[src/rtl/axum_uart_bus_host_if.sv]
// Byte-stream (UART RX/TX FIFO) and peripheral-bus signals of the UART bus host.
// The master modport is the host's view; the slave modport is the FIFO/responder side.
interface axum_uart_bus_host_if;
  logic        rx_valid_i;
  logic [7:0]  rx_data_i;
  logic        rx_ready_o;
  logic        tx_valid_o;
  logic [7:0]  tx_data_o;
  logic        tx_ready_i;
  logic        bus_req_o;
  logic        bus_gnt_i;
  logic [31:0] bus_addr_o;
  logic        bus_we_o;
  logic [3:0]  bus_be_o;
  logic [31:0] bus_wdata_o;
  logic        bus_rvalid_i;
  logic [31:0] bus_rdata_i;
  logic        bus_err_i;

  modport master (
    input  rx_valid_i, rx_data_i, tx_ready_i,
    input  bus_gnt_i, bus_rvalid_i, bus_rdata_i, bus_err_i,
    output rx_ready_o, tx_valid_o, tx_data_o,
    output bus_req_o, bus_addr_o, bus_we_o, bus_be_o, bus_wdata_o
  );

  modport slave (
    output rx_valid_i, rx_data_i, tx_ready_i,
    output bus_gnt_i, bus_rvalid_i, bus_rdata_i, bus_err_i,
    input  rx_ready_o, tx_valid_o, tx_data_o,
    input  bus_req_o, bus_addr_o, bus_we_o, bus_be_o, bus_wdata_o
  );
endinterface

[src/rtl/axum_uart_bus_host.sv]
// UART-to-bus bridge: parses 'R'/'W' byte frames from the RX stream, performs one
// bus access and answers on the TX stream with a status byte (plus read data).
//
// Handshakes: a byte moves on rx (or tx) in a cycle where valid and ready are both
// high at the clock edge; valid never waits on ready, and the tx byte is held
// stable while tx_valid_o is high and not yet accepted.
module axum_uart_bus_host #(
  parameter  int unsigned TIMEOUT_CYCLES = 1024,
  localparam int unsigned TO_W           = $clog2(TIMEOUT_CYCLES + 1)
) (
  input  logic                   clk_i,
  input  logic                   rst_ni,
  axum_uart_bus_host_if.master   link,
  output logic                   busy_o,
  output logic [2:0]             state_o
);

  typedef enum logic [2:0] {
    S_IDLE,
    S_ADDR,
    S_DATA,
    S_BUS_REQ,
    S_BUS_WAIT,
    S_RESP_STATUS,
    S_RESP_DATA,
    S_RESP_BAD
  } state_e;

  localparam logic [7:0]      CMD_READ   = 8'h52;
  localparam logic [7:0]      CMD_WRITE  = 8'h57;
  localparam logic [1:0]      ST_OK      = 2'd0;
  localparam logic [1:0]      ST_ERR     = 2'd1;
  localparam logic [1:0]      ST_TIMEOUT = 2'd2;
  localparam logic [TO_W-1:0] TO_LIMIT   = TO_W'(TIMEOUT_CYCLES);
  localparam logic [TO_W-1:0] TO_LAST    = TO_W'(TIMEOUT_CYCLES - 1);

  state_e          state_q, state_d;
  logic [1:0]      byte_cnt_q;
  logic            we_q;
  logic [31:0]     addr_q;
  logic [31:0]     wdata_q;
  logic [31:0]     rdata_q;
  logic [1:0]      status_q;
  logic [TO_W-1:0] to_cnt_q;

  logic            rx_ready;
  logic            tx_valid;
  logic [7:0]      tx_data;
  logic            bus_req;
  logic            rx_fire;
  logic            tx_fire;
  logic            last_byte;
  logic            to_hit;
  logic            in_bus;

  assign rx_fire   = link.rx_valid_i & rx_ready;
  assign tx_fire   = tx_valid & link.tx_ready_i;
  assign last_byte = (byte_cnt_q == 2'd3);
  // The final counted cycle is the one where the access is abandoned.
  assign to_hit    = (to_cnt_q >= TO_LAST);
  assign in_bus    = (state_q == S_BUS_REQ) || (state_q == S_BUS_WAIT);

  always_ff @(posedge clk_i or negedge rst_ni) begin
    if (!rst_ni) state_q <= S_IDLE;
    else         state_q <= state_d;
  end

  always_comb begin
    state_d  = state_q;
    rx_ready = 1'b0;
    tx_valid = 1'b0;
    tx_data  = 8'h00;
    bus_req  = 1'b0;
    case (state_q)
      S_IDLE: begin
        rx_ready = 1'b1;
        if (link.rx_valid_i) begin
          if ((link.rx_data_i == CMD_READ) || (link.rx_data_i == CMD_WRITE)) state_d = S_ADDR;
          else                                                               state_d = S_RESP_BAD;
        end
      end
      S_ADDR: begin
        rx_ready = 1'b1;
        if (link.rx_valid_i && last_byte) state_d = we_q ? S_DATA : S_BUS_REQ;
      end
      S_DATA: begin
        rx_ready = 1'b1;
        if (link.rx_valid_i && last_byte) state_d = S_BUS_REQ;
      end
      S_BUS_REQ: begin
        bus_req = 1'b1;
        if (link.bus_gnt_i) state_d = S_BUS_WAIT;
        else if (to_hit)    state_d = S_RESP_STATUS;
      end
      S_BUS_WAIT: begin
        // A response in the limit cycle still counts as a response.
        if (link.bus_rvalid_i || to_hit) state_d = S_RESP_STATUS;
      end
      S_RESP_STATUS: begin
        tx_valid = 1'b1;
        tx_data  = {6'd0, status_q};
        if (link.tx_ready_i) state_d = we_q ? S_IDLE : S_RESP_DATA;
      end
      S_RESP_DATA: begin
        tx_valid = 1'b1;
        tx_data  = rdata_q[7:0];
        if (link.tx_ready_i && last_byte) state_d = S_IDLE;
      end
      S_RESP_BAD: begin
        tx_valid = 1'b1;
        tx_data  = 8'hFF;
        if (link.tx_ready_i) state_d = S_IDLE;
      end
      default: state_d = S_IDLE;
    endcase
  end

  always_ff @(posedge clk_i or negedge rst_ni) begin
    if (!rst_ni) begin
      byte_cnt_q <= 2'd0;
      we_q       <= 1'b0;
      addr_q     <= 32'd0;
      wdata_q    <= 32'd0;
      rdata_q    <= 32'd0;
      status_q   <= ST_OK;
      to_cnt_q   <= '0;
    end else begin
      if (!in_bus) to_cnt_q <= '0;
      case (state_q)
        S_IDLE: begin
          if (rx_fire) begin
            we_q       <= (link.rx_data_i == CMD_WRITE);
            byte_cnt_q <= 2'd0;
          end
        end
        S_ADDR: begin
          // Little-endian bytes shift in from the top.
          if (rx_fire) begin
            addr_q     <= {link.rx_data_i, addr_q[31:8]};
            byte_cnt_q <= byte_cnt_q + 2'd1;
          end
        end
        S_DATA: begin
          if (rx_fire) begin
            wdata_q    <= {link.rx_data_i, wdata_q[31:8]};
            byte_cnt_q <= byte_cnt_q + 2'd1;
          end
        end
        S_BUS_REQ, S_BUS_WAIT: begin
          if (to_cnt_q < TO_LIMIT) to_cnt_q <= to_cnt_q + TO_W'(1);
          if ((state_q == S_BUS_WAIT) && link.bus_rvalid_i) begin
            status_q <= link.bus_err_i ? ST_ERR : ST_OK;
            rdata_q  <= (!we_q && !link.bus_err_i) ? link.bus_rdata_i : 32'd0;
          end else if (state_d == S_RESP_STATUS) begin
            status_q <= ST_TIMEOUT;
            rdata_q  <= 32'd0;
          end
        end
        S_RESP_STATUS: begin
          byte_cnt_q <= 2'd0;
        end
        S_RESP_DATA: begin
          if (tx_fire) begin
            rdata_q    <= {8'h00, rdata_q[31:8]};
            byte_cnt_q <= byte_cnt_q + 2'd1;
          end
        end
        default: ;
      endcase
    end
  end

  assign link.rx_ready_o  = rx_ready;
  assign link.tx_valid_o  = tx_valid;
  assign link.tx_data_o   = tx_data;
  assign link.bus_req_o   = bus_req;
  assign link.bus_addr_o  = addr_q;
  assign link.bus_we_o    = we_q;
  // Full-word accesses only; enables are shown while a request is presented.
  assign link.bus_be_o    = {4{bus_req}};
  assign link.bus_wdata_o = wdata_q;

  assign busy_o  = (state_q != S_IDLE);
  assign state_o = state_q;

endmodule
[src/flat_wrapper.sv]
// flat-port wrapper written by rule: the top's interface ports become plain ports
module axum_uart_bus_host_flat 
#(
  parameter  int unsigned TIMEOUT_CYCLES = 1024,
  localparam int unsigned TO_W           = $clog2(TIMEOUT_CYCLES + 1)
)
  (clk_i, rst_ni, busy_o, state_o, link_rx_valid_i, link_rx_data_i, link_tx_ready_i, link_bus_gnt_i, link_bus_rvalid_i, link_bus_rdata_i, link_bus_err_i, link_rx_ready_o, link_tx_valid_o, link_tx_data_o, link_bus_req_o, link_bus_addr_o, link_bus_we_o, link_bus_be_o, link_bus_wdata_o);
  axum_uart_bus_host_if link_i ();
  input  logic clk_i;
  input  logic rst_ni;
  output logic busy_o;
  output logic [2:0] state_o;
  input wire logic [$bits(link_i.rx_valid_i)-1:0] link_rx_valid_i;
  input wire logic [$bits(link_i.rx_data_i)-1:0] link_rx_data_i;
  input wire logic [$bits(link_i.tx_ready_i)-1:0] link_tx_ready_i;
  input wire logic [$bits(link_i.bus_gnt_i)-1:0] link_bus_gnt_i;
  input wire logic [$bits(link_i.bus_rvalid_i)-1:0] link_bus_rvalid_i;
  input wire logic [$bits(link_i.bus_rdata_i)-1:0] link_bus_rdata_i;
  input wire logic [$bits(link_i.bus_err_i)-1:0] link_bus_err_i;
  output wire logic [$bits(link_i.rx_ready_o)-1:0] link_rx_ready_o;
  output wire logic [$bits(link_i.tx_valid_o)-1:0] link_tx_valid_o;
  output wire logic [$bits(link_i.tx_data_o)-1:0] link_tx_data_o;
  output wire logic [$bits(link_i.bus_req_o)-1:0] link_bus_req_o;
  output wire logic [$bits(link_i.bus_addr_o)-1:0] link_bus_addr_o;
  output wire logic [$bits(link_i.bus_we_o)-1:0] link_bus_we_o;
  output wire logic [$bits(link_i.bus_be_o)-1:0] link_bus_be_o;
  output wire logic [$bits(link_i.bus_wdata_o)-1:0] link_bus_wdata_o;
  assign link_i.rx_valid_i = link_rx_valid_i;
  assign link_i.rx_data_i = link_rx_data_i;
  assign link_i.tx_ready_i = link_tx_ready_i;
  assign link_i.bus_gnt_i = link_bus_gnt_i;
  assign link_i.bus_rvalid_i = link_bus_rvalid_i;
  assign link_i.bus_rdata_i = link_bus_rdata_i;
  assign link_i.bus_err_i = link_bus_err_i;
  assign link_rx_ready_o = link_i.rx_ready_o;
  assign link_tx_valid_o = link_i.tx_valid_o;
  assign link_tx_data_o = link_i.tx_data_o;
  assign link_bus_req_o = link_i.bus_req_o;
  assign link_bus_addr_o = link_i.bus_addr_o;
  assign link_bus_we_o = link_i.bus_we_o;
  assign link_bus_be_o = link_i.bus_be_o;
  assign link_bus_wdata_o = link_i.bus_wdata_o;
  axum_uart_bus_host #(.TIMEOUT_CYCLES(TIMEOUT_CYCLES)) u_core (.clk_i(clk_i), .rst_ni(rst_ni), .link(link_i), .busy_o(busy_o), .state_o(state_o));
endmodule
[config.mk]
export PLATFORM = sky130hd
export DESIGN_NAME = axum_uart_bus_host_flat
export DESIGN_NICKNAME = d
export VERILOG_FILES = /design/src/rtl/axum_uart_bus_host_if.sv /design/src/rtl/axum_uart_bus_host.sv /design/src/flat_wrapper.sv
export SDC_FILE = /design/constraint.sdc
export NUM_CORES = 1
export LEC_CHECK = 0
export ABC_AREA = 1
export CAP_MARGIN = 40
export CORE_MARGIN = 5
export CORE_UTILIZATION = 45
export DETAILED_ROUTE_END_ITERATION = 8
export PLACE_DENSITY = 0.85
export SYNTH_ARGS = -nofsm -noshare
export SYNTH_HDL_FRONTEND = slang
export SYNTH_SLANG_ARGS = --single-unit
[constraint.sdc]
create_clock -name clk_i -period 1.7 [get_ports clk_i]
set_input_delay 0.255 -clock clk_i [delete_from_list [all_inputs] [get_ports clk_i]]
set_output_delay 0.255 -clock clk_i [all_outputs]
set_load 0.02 [all_outputs]
==> flow_summary.json <==
{
  "maxSlewViolCount": 0,
  "synth.top_cell.area_share_pct": 55.24,
  "vias": 4995,
  "crit_type": "flip-flop to flip-flop",
  "cts_inserted_buffers": 17,
  "max_freq_mhz": 536.2,
  "endpoint_kind": "flip-flop",
  "ys_types": 30,
  "yosysSeqAreaShare_pct": 55.24,
  "yosysMostFrequentCell": "nand2_1",
  "gr-usage-all-layers_pct": 22.49,
  "status": "finished, violations left",
  "clockBufferDepth": 2,
  "grt_pass1_vias": 5258,
  "die_x_um": 117.6,
  "p_int_mw": 9.551,
  "ys_top_cells_by_area": "dfrtp_1 55%, nand2_1 8.6%, a32o_1 4.6%",
  "critPathLaunch": "u_core.state_o[1]",
  "power.density_mw_per_mm2": 1913,
  "setup_ws_ps": -165.1,
  "grt_overflow": 0,
  "peakVddDrop_mv": 1.249,
  "dpl.hpwl_um": 10610,
  "synth_warnings": 0,
  "yosysTopAreaCell": "dfrtp_1",
  "crit_chain": "buf_6, buf_6, nand2_8, nor2_4, nand2_2, a21oi_2, nor2_2, a21oi_2, nand2_2, nand2_4, nand2_4, buf_12, nand2_1, nand2_1",
  "cp_data_required_time_ps": 2010,
  "route.detailed.drc": 0,
  "period_minus_slack_ps": 1865,
  "clkTransAtPathRegs_ps": 60,
  "first_pass_iters": 7,
  "dpl.cell_count": 874,
  "slowest_delay_ps": 380,
  "wl_um": 16510,
  "finalHoldViolations": 0,
  "crit_slowest_cell": "dfrtp_2",
  "violations": "negative setup slack",
  "worstHoldPathType": "input port to asynchronous set/reset pin",
  "syn_avg_cell_area_um2": 9.189,
  "wl_per_cell_um": 17.85,
  "gp_congestion": 0.9179,
  "ys_seq_elements": 115,
  "drive_above_1_share_pct": 30.18,
  "coreArea_mm2": 0.01137,
  "synth_edf_count": 0,
  "vias_per_cell": 5.400,
  "clockPowerShare_pct": 23.1,
  "cp-start-kind": "flip-flop",
  "skew_ps": 8.744,
  "initial_core_util_pct": 45.82,
  "grt_first_pass_wirelength_um": 25600,
  "fin_util_pct": 72.49,
  "fin_cells": 925,
  "ant_nets": 0,
  "cts_tree": "built",
  "clock_latency_ps": 410,
  "synthesis.nets": 616,
  "crit_family": "simple AND/OR/NAND/NOR gates",
  "h-tree-depth": 4,
  "slew_headroom_pct": 60.85,
  "r2r_start": "u_core.state_o[1]",
  "dieArea_mm2": 0.01383,
  "p_switching_mw": 6.214,
  "async_reset_ff_share_pct": 100.0,
  "crit_path_max_fanout": 16,
  "setup_viol_count_final": 50,
  "synthCells": 567,
  "cp.buffers_inverters": 3,
  "tightest_slew_ps": 587.3,
  "ys_top_cells_by_count": "120 x nand2_1, 115 x dfrtp_1, 49 x nor2_1",
  "leakage_nw": 4.192,
  "min_period_over_period_pct": 109.7,
  "cts_num_sinks": 115,
  "portBuffers": 130,
  "area_growth_pct": 58.19,
  "grt_max_degree": 112,
  "cap_viol_max_count": 0,
  "critPathArrivalTime_ps": 2170,
  "antenna_found_initial": 0,
  "p_comb_share_pct": 47.8,
  "num_rows": 39,
  "syn_area_mm2": 0.005210,
  "drt_iter0_drc": 481,
  "nets": 818,
  "synth_flop_cell": "dfrtp_1",
  "die_y_um": 117.6,
  "io_pins": 131,
  "diodes": 0,
  "pwr-share-seq_pct": 29.1,
  "cts_root_buf": "clkbuf_16",
  "p_sw_share_pct": 39.42,
  "rsz0062_at_grt": "true"
}
==> state kept, by name (all words and copies together), names as in the netlist <==
signal / count
u_core.link.bus_addr_o: 32
u_core.link.bus_wdata_o: 32
u_core.rdata_q: 32
u_core.to_cnt_q: 11
u_core.state_o: 3
u_core.byte_cnt_q: 2
u_core.status_q: 2
u_core.link.bus_we_o: 1
==> logic make-up after synthesis <==
family | synth area share, %
compound gates | 12.63
fa+ha+maj | 0.4802
buf+inv | 6.844
flops | 55.24
mux | 3.458
simple gates | 21.35
==> metal layers <==
metal	part of all wire (%)	global-route usage, %	vias up	wire length, um
met5	0	0	-	0
met4	3.0	8.889	0	492
met3	6.7	6.631	45	1114
li1	-	-	2287	-
met1	39	25.64	2446	6359
met2	52	39.46	217	8544
==> power groups by stage <==
stage | Clock, mW | Sequential (mW) | Combinational [mW]
after floorplan | 0 | 5.31 | 2.58
after global placement | 0 | 4.46 | 6.46
after detailed placement | 0 | 4.54 | 6.71
after CTS | 3.66 | 4.53 | 7.05
after global routing | 3.81 | 4.69 | 8.04
final | 3.64 | 4.58 | 7.54
==> worst paths after layout <==
path	end	slack [ps]	cells past startpoint
max	u_core.rdata_q[18]	-170	14
min	u_core.link.bus_wdata_o[8]	190	2
max reg2reg	u_core.rdata_q[18]	-170	14
min reg2reg	u_core.rdata_q[11]	480	2
max in group asynchronous	u_core.rdata_q[23]	750	3
min in group clk_i	u_core.rdata_q[29]	380	3
==> worst reg2reg max path, delay by kind of cell (launching register included) <==
family	cells	cell delay (ps)
AND/OR/NAND/NOR	9	680
buffers and inverters	3	420
AO/OA/AOI/OAI	2	290
flip-flops	1	380
==> area by class of cell <==
cell class,instances,area [um2]
fillers,738,3128
inverters,49,196.4
multi-input cells,372,2195
well taps,143,178.9
clock inverters,14,178.9
clock buffers,18,429.2
flip-flops and latches,115,2880
repair buffers,214,2183
==> layout by cell type (no fill, tap or decap), types with 2 or more instances in the layout <==
| cell type | instances |
|---|---|
| clkbuf_16 | 20 |
| nand3_1 | 38 |
| nor2_2 | 10 |
| nor3_1 | 4 |
| dfrtp_2 | 2 |
| nand3_2 | 4 |
| buf_6 | 17 |
| inv_4 | 3 |
| nand2_2 | 30 |
| nor2_1 | 32 |
| clkinvlp_4 | 3 |
| buf_4 | 69 |
| a21oi_1 | 24 |
| nand2_4 | 6 |
| o211ai_1 | 2 |
| inv_6 | 3 |
| o21ai_0 | 29 |
| dlymetal6s2s_1 | 19 |
| inv_2 | 6 |
| bufinv_16 | 3 |
| a32o_1 | 24 |
| dlygate4sd2_1 | 10 |
| buf_12 | 8 |
| inv_1 | 38 |
| nand2_1 | 109 |
| a21oi_2 | 6 |
| nand4_1 | 2 |
| buf_8 | 2 |
| mux2_2 | 16 |
| o21ai_1 | 12 |
| clkdlybuf4s50_1 | 84 |
| nor2_4 | 11 |
| o21ai_2 | 5 |
| dfrtp_1 | 113 |
| clkinv_4 | 5 |
==> metrics by stage <==
stage	power (mW)	setup TNS [ps]	area [um2]	setup slack, ps	hold slack, ps
detailed placement	11.25	-9083	7108	-287.1	63.88
global route	16.54	-12230	8242	-294.8	200.0
CTS	15.24	-4365	7879	-139.9	183.5
global placement	10.93	-7477	7108	-218.3	62.94
finish	15.77	-6318	8242	-165.1	188.0
floorplan	7.896	-5748	5225	-194.7	-40.59
==> timing repair <==
item	4_1_cts	5_1_grt
hold buffers	1	0
pin swaps	6	5
hold endpoints to repair	5	0
gates cloned	1	3
setup endpoints to repair	59	87
gates resized for setup	117	92
buffers inserted	7	7
(Power assumes the default switching activity.)
